## src/rtl/mem_stage_pkg.sv

```systemverilog
// Shared definitions for the MEM pipeline stage: funct3 width codes,
// write-back source encodings and the access FSM state type.
package mem_stage_pkg;

  // funct3 width codes (loads and stores share the low codes)
  localparam logic [2:0] F3_B  = 3'b000;
  localparam logic [2:0] F3_H  = 3'b001;
  localparam logic [2:0] F3_W  = 3'b010;
  localparam logic [2:0] F3_BU = 3'b100;
  localparam logic [2:0] F3_HU = 3'b101;

  // write-back source select
  localparam logic [1:0] WB_ALU = 2'b00;
  localparam logic [1:0] WB_MEM = 2'b01;
  localparam logic [1:0] WB_PC4 = 2'b10;

  // data-memory access FSM
  typedef enum logic {
    ST_IDLE = 1'b0,
    ST_BUSY = 1'b1
  } mem_state_e;

endpackage

```

## src/rtl/mem_lane_align.sv

```systemverilog
// Byte-lane steering for the data port: store byte enables and lane
// replication, plus load lane selection with sign/zero extension.
module mem_lane_align
  import mem_stage_pkg::*;
(
  input  logic [2:0]  width_i,
  input  logic [1:0]  addr_lo_i,
  input  logic        is_load_i,
  input  logic [31:0] store_data_i,
  input  logic [31:0] rdata_i,
  output logic [3:0]  be_o,
  output logic [31:0] wdata_o,
  output logic [31:0] load_data_o
);

  logic [31:0] rd_shift;
  logic [7:0]  ld_byte;
  logic [15:0] ld_half;

  // Store lanes: narrow data is replicated so the memory only needs the enables
  always_comb begin
    be_o    = 4'b1111;
    wdata_o = store_data_i;
    if (!is_load_i) begin
      case (width_i)
        F3_B: begin
          be_o    = 4'b0001 << addr_lo_i;
          wdata_o = {4{store_data_i[7:0]}};
        end
        F3_H: begin
          be_o    = addr_lo_i[1] ? 4'b1100 : 4'b0011;
          wdata_o = {2{store_data_i[15:0]}};
        end
        default: begin
          be_o    = 4'b1111;
          wdata_o = store_data_i;
        end
      endcase
    end
  end

  // Load lanes: halfwords use a[1] only, so an unaligned LH reads its aligned half
  always_comb begin
    rd_shift = rdata_i >> {addr_lo_i, 3'b000};
    ld_byte  = rd_shift[7:0];
    ld_half  = addr_lo_i[1] ? rdata_i[31:16] : rdata_i[15:0];
    case (width_i)
      F3_B:    load_data_o = {{24{ld_byte[7]}}, ld_byte};
      F3_BU:   load_data_o = {24'h0, ld_byte};
      F3_H:    load_data_o = {{16{ld_half[15]}}, ld_half};
      F3_HU:   load_data_o = {16'h0, ld_half};
      default: load_data_o = rdata_i;
    endcase
  end

endmodule

```

## src/rtl/mem_stage_top.sv

```systemverilog
// MEM pipeline stage: drives the data-memory port, stalls the front of the
// pipe while an access waits, aborts on error/timeout and registers MEM/WB.
// Optional feature macro: MEM_MISALIGN_TRAP_EN (misaligned accesses fault
// without touching memory); when undefined, low address bits are ignored
// for alignment.
module mem_stage_top
  import mem_stage_pkg::*;
#(
  parameter int TIMEOUT_CYCLES = 255
) (
  input  logic        clk_i,
  input  logic        rst_ni,
  input  logic        flush_i,
  input  logic [31:0] alu_result_i,
  input  logic [31:0] store_data_i,
  input  logic [31:0] pc_plus4_i,
  input  logic        regwrite_i,
  input  logic [4:0]  rd_addr_i,
  input  logic [1:0]  memtoreg_i,
  input  logic        memread_i,
  input  logic        memwrite_i,
  input  logic [2:0]  width_select_i,
  output logic        dmem_req_o,
  output logic        dmem_we_o,
  output logic [31:0] dmem_addr_o,
  output logic [3:0]  dmem_be_o,
  output logic [31:0] dmem_wdata_o,
  input  logic        dmem_ready_i,
  input  logic [31:0] dmem_rdata_i,
  input  logic        dmem_err_i,
  output logic        stall_o,
  output logic [31:0] alu_result_o,
  output logic [31:0] mem_data_o,
  output logic        regwrite_o,
  output logic [4:0]  rd_addr_o,
  output logic [1:0]  memtoreg_o,
  output logic        fault_o
);

  // Abort fires in the BUSY cycle whose count reaches TIMEOUT_CYCLES
  localparam logic [7:0] CNT_LAST = 8'(TIMEOUT_CYCLES - 1);

  mem_state_e  state_q, state_d;
  logic [7:0]  cnt_q, cnt_d;
  logic        access, misalign, req_live, timeout, stall_int, fault_now;
  logic [3:0]  lane_be;
  logic [31:0] lane_wdata, load_data;
  logic [1:0]  a;

  assign a      = alu_result_i[1:0];
  assign access = (memread_i | memwrite_i) & ~flush_i;

`ifdef MEM_MISALIGN_TRAP_EN
  // Halfword needs a[0]=0, word needs a=00; other codes never trap
  always_comb begin
    misalign = 1'b0;
    if (width_select_i == F3_H || (memread_i && width_select_i == F3_HU))
      misalign = a[0];
    else if (width_select_i == F3_W)
      misalign = (a != 2'b00);
  end
`else
  assign misalign = 1'b0;
`endif

  assign req_live  = access & ~misalign;
  assign timeout   = (state_q == ST_BUSY) && (cnt_q == CNT_LAST);
  assign stall_int = req_live & ~(dmem_ready_i | timeout | dmem_err_i);
  assign fault_now = (req_live & (dmem_err_i | timeout)) | (access & misalign);

  mem_lane_align u_lane (
    .width_i      (width_select_i),
    .addr_lo_i    (a),
    .is_load_i    (memread_i),
    .store_data_i (store_data_i),
    .rdata_i      (dmem_rdata_i),
    .be_o         (lane_be),
    .wdata_o      (lane_wdata),
    .load_data_o  (load_data)
  );

  // Access FSM state and wait counter
  always_ff @(posedge clk_i or negedge rst_ni) begin
    if (!rst_ni) begin
      state_q <= ST_IDLE;
      cnt_q   <= 8'd0;
    end else begin
      state_q <= state_d;
      cnt_q   <= cnt_d;
    end
  end

  // Next state and memory port; request fields come straight from the frozen
  // EX/MEM inputs so they stay stable for the whole BUSY phase
  always_comb begin
    state_d      = state_q;
    cnt_d        = 8'd0;
    dmem_req_o   = rst_ni & req_live;
    dmem_we_o    = rst_ni & req_live & memwrite_i;
    dmem_addr_o  = {alu_result_i[31:2], 2'b00};
    dmem_be_o    = (rst_ni & req_live) ? lane_be : 4'b0000;
    dmem_wdata_o = (rst_ni & req_live & memwrite_i) ? lane_wdata : 32'h0;
    stall_o      = rst_ni & stall_int;
    case (state_q)
      ST_IDLE: if (stall_int) state_d = ST_BUSY;
      ST_BUSY: begin
        if (stall_int) cnt_d = cnt_q + 8'd1;
        else           state_d = ST_IDLE;
      end
      default: state_d = ST_IDLE;
    endcase
  end

  // MEM/WB register: bubble while stalled or flushed, faulted access never writes back
  always_ff @(posedge clk_i or negedge rst_ni) begin
    if (!rst_ni) begin
      alu_result_o <= 32'h0;
      mem_data_o   <= 32'h0;
      regwrite_o   <= 1'b0;
      rd_addr_o    <= 5'd0;
      memtoreg_o   <= WB_ALU;
      fault_o      <= 1'b0;
    end else if (stall_int || flush_i) begin
      alu_result_o <= 32'h0;
      mem_data_o   <= 32'h0;
      regwrite_o   <= 1'b0;
      rd_addr_o    <= 5'd0;
      memtoreg_o   <= WB_ALU;
      fault_o      <= 1'b0;
    end else begin
      alu_result_o <= alu_result_i;
      regwrite_o   <= regwrite_i & ~fault_now;
      rd_addr_o    <= rd_addr_i;
      memtoreg_o   <= memtoreg_i;
      fault_o      <= fault_now;
      if (memtoreg_i == WB_PC4) mem_data_o <= pc_plus4_i;
      else if (memread_i)       mem_data_o <= load_data;
      else                      mem_data_o <= 32'h0;
    end
  end

endmodule

```

## config.mk

```make
export PLATFORM = sky130hd
export DESIGN_NAME = mem_stage_top
export DESIGN_NICKNAME = d
export VERILOG_FILES = /design/src/rtl/mem_stage_pkg.sv /design/src/rtl/mem_lane_align.sv /design/src/rtl/mem_stage_top.sv
export SDC_FILE = /design/constraint.sdc
export NUM_CORES = 1
export LEC_CHECK = 0
export BUFFER_PORTS_ARGS = -buffer_cell sky130_fd_sc_hd__clkbuf_2
export CAP_MARGIN = 30
export CORE_AREA = 2 2 112 114
export CTS_CLUSTER_SIZE = 8
export DETAILED_ROUTE_END_ITERATION = 10
export DIE_AREA = 0 0 114 116
export PLACE_DENSITY = 0.76
export SYNTH_ARGS = -nofsm -noshare
export SYNTH_HDL_FRONTEND = slang
export SYNTH_SLANG_ARGS = --single-unit
export TNS_END_PERCENT = 50
```

## constraint.sdc

```tcl
create_clock -name clk_i -period 2.1 [get_ports clk_i]
set_input_delay 0.42 -clock clk_i [delete_from_list [all_inputs] [get_ports clk_i]]
set_output_delay 0.42 -clock clk_i [all_outputs]
set_load 0.02 [all_outputs]
```

==> summary.md <==
| Metric | Value |
|---|---|
| Number of levels the H-tree was split into | 3 |
| Number of DRC markers after the initial detailed-route iteration | 357 |
| Critical path start-end classification | flop to output port |
| Part of the power in registers | 0.383 |
| Pleak | 3.55 nW |
| Mean number of vias per cell | 5.36 |
| Launching element type of the critical path | flop |
| Number of placed cells counting well taps | 912 |
| Area of the core | 11900 sq um |
| Post-DP HPWL | 13.0 mm |
| Headroom to the max-slew limit | 0.613 |
| Post-cts hold buffer count | 0 |
| Proportion of synthesized chip area in sequential cells | 0.416 |
| Maximum fanout count along the critical path | 4 |
| Worst hold path type | input pin to flop |
| Clock skew after layout | 0.00994 ns |
| Horiz. Die Dim | 114 um |
| Drt wl/cell | 17.9 um |
| Most frequently used cell type in the post-synthesis netlist | dfrtp_1 |
| DR pass1 iterations | 5 |
| Starting density of the core | 0.414 |
| Global-route wire length before repair | 24.7 mm |
| Site Rows | 40 |
| Die Ht | 116 um |
| RSZ-0062 raised after global routing | yes |
| Ys Warns | 0 |
| Cell types occupying the most area after synthesis | dfrtp_1, a21oi_1, buf_4, a311oi_2, and2_1 |
| Gate count after technology mapping | 522 |
| Result of the run | complete, no violations |
| Placed instance area | 6420 sq um |
| Final-layout setup total negative slack | 0 ns |
| PD cells | 643 nW/um^2 |
| Share of the synthesized area in the top cell type | 0.416 |
| Non-filler instance count after layout | 931 |
| Required time worst endpoint | 1.68 ns |
| Synth area leader | dfrtp_1 |
| Initial antenna violation count | 0 |
| Count of max-cap constraint violations | 0 |
| Clock-pin slew on the worst setup and hold paths | 0.06 ns |
| Slew at the pin closest to its max-slew limit | 0.580 ns |
| Minimum setup slack after placement | -0.0256 ns |
| Fin util | 0.572 |
| Number of CTS-inserted buffers | 9 |
| Clock sink count | 82 |
| Logic gate share of total power | 0.241 |
| Clock power frac | 0.375 |
| Crit path DAT | 1.67 ns |
| Layout Cell Area excl Fill | 6810 sq um |
| Maximum number of pins on one net before global-route repair | 57 |
| Crit share post-route | 0.994 |
| End point of the most critical hold path | rd_addr_o[2] |
| All-layer global routing usage | 0.246 |
| Via count of the first global-routing pass | 4702 |
| Post-layout minimum cycle time | 2.09 ns |
| GP Congestion | 0.861 |
| Setup slack after layout | 0.0135 ns |
| Ports placed on the boundary | 290 |
| Worst r2r path cells | 8 |
| Predominant post-synthesis flop cell | dfrtp_1 |
| Number of distinct library cells after synthesis | 51 |
| Worst setup EP type | output port |
| Cell area after synthesis | 4930 sq um |
| Nets@finish | 928 |
| Startpoint of the most critical hold path | rd_addr_i[2] |
| Count of unresolved DRC violations after routing | 0 |
| Clock latency on the worst-skew pair | 0.33 ns |
| Worst reg2reg path startpoint | cnt_q[0] |
| Die Area | 13200 sq um |
| Synthesis-stage register bit count | 82 |
| Register-to-Register Setup Slack | 0.34 ns |
| Count of fill cells added during filler insertion | 1052 |
| Buffers from clock root to sink, at most | 2 |
| Number of enable-type register cells in the synthesized netlist | 0 |
| Count of input and output buffers | 287 |
| Average instance area after synthesis | 9.44 sq um |
| Ratio of cells with drive above 1 in the final layout | 0.480 |
| Total wire length after detailed routing | 16.7 mm |
| Async set or reset register ratio after synthesis | 1.00 |
| Internal power component | 3.11 mW |
| Max Clk Rate | 479 MHz |
| Number of max-slew violations in the final report | 0 |
| IR drop worst, VDD | 0.420 mV |
| Top cells by count, synth | dfrtp_1, a21oi_1, nand2_1 |
| R2R Path End | mem_data_o[3] |
| Instance count along the most critical hold path | 2 |
| Overall overflow remaining after global route | 0 |
| Number of antenna cells inserted | 0 |
| Final-report setup violation count | 0 |
| Synth-to-Final Area Change | 38.2% |
| Switching share of power | 0.290 |
| Root buf cell | clkbuf_16 |
| Switching component of the power | 1.27 mW |
| Number of nets with antenna violations after routing | 0 |
| Total number of vias | 4987 |
| CTS tree | yes |
| Final Hold Viols | 0 |
[through the flow]
| stage | power (mW) | hold WS [ns] |
|---|---|---|
| after floorplan | 2.33 | 0.124 |
| after global placement | 2.74 | 0.521 |
| after detailed placement | 2.75 | 0.538 |
| after CTS | 4.41 | 0.290 |
| after global routing | 4.58 | 0.296 |
| final | 4.38 | 0.299 |
[routing by layer]
metal | global-route usage | vias up | part of all wire
met5 | 0 | - | 0
met4 | 0.107 | 0 | 0.033
met3 | 0.0377 | 33 | 0.066
met2 | 0.472 | 271 | 0.53
met1 | 0.266 | 2335 | 0.37
li1 | - | 2348 | -
[worst max-delay path: stages (launching register included)]
cell and delay, ns:
dfrtp_1 0.40, ha_1 0.17, and3_1 0.16, a31oi_4 0.23
and3_1 0.20, clkbuf_4 0.17
[how the worst max path moves through the flow]
stage	from	end
finish	cnt_q[1]	stall_o
global route	cnt_q[0]	stall_o
CTS	cnt_q[1]	stall_o
detailed placement	flush_i	dmem_wdata_o[30]
global placement	memread_i	dmem_wdata_o[15]
floorplan	memwrite_i	dmem_wdata_o[28]
[placed cells by master, fill, tap and decap left out, types with 5 or more instances in the layout]
cell         n
clkbuf_16    9
inv_1        8
clkbuf_2   275
a2bb2oi_1   16
dfrtp_1     82
buf_12       8
a21oi_1     65
nor2_1      25
buf_2        5
a31oi_1      5
xor2_1       5
mux2i_1     24
o211ai_1     6
a221oi_1     5
and2_1      40
nand2_1     48
o22ai_1      5
a211oi_2     6
and3_1      11
o21ai_0     11
a311oi_2    17
a21oi_2      5
buf_4       31
nand2b_1     5
nand3_1      9
[cell type report]
type	count	area, sq um	share of cell area
Clock buffer	11	233	0.0342
Clock inverter	4	77.6	0.0114
Inverter	9	36.3	0.00533
Multi-Input combinational cell	357	2420	0.355
Sequential cell	82	2050	0.301
Tap cell	147	184	0.0270
Timing Repair Buffer	321	1810	0.266
[state kept, by name, summed over array words and instances, names as in the netlist]
register / count
memtoreg_o: 2
cnt_q: 8
state_q: 1
alu_result_o: 32
fault_o: 1
rd_addr_o: 5
mem_data_o: 32
regwrite_o: 1
[cell families (layout without fill, tap and decap cells)]
group,Yosys count,in the layout,share of synthesized area
and+or+nand+nor,161,161,0.170
AOI/OAI and AO/OA,158,158,0.233
buffers and inverters,84,345,0.106
DFF,82,82,0.416
muxes,28,28,0.0579
xor gates and xnor gates,6,6,0.0107
adders and majority gates,2,2,0.00508
other,1,2,0.000761
[power groups by stage]
stage | logic [mW] | registers [mW] | clock network, mW
after detailed placement | 1.04 | 1.71 | 0
final | 1.06 | 1.68 | 1.64
after CTS | 1.05 | 1.68 | 1.68
after global placement | 1.04 | 1.71 | 0
after floorplan | 0.518 | 1.81 | 0
after global routing | 1.14 | 1.68 | 1.76
[timing repair]
item	in CTS	in global routing
setup buffers	0	4
resized for setup	5	19
endpoints found under the setup margin	7	15
pin swaps	1	1
Note: power is estimated with default switching activity, not from simulation.
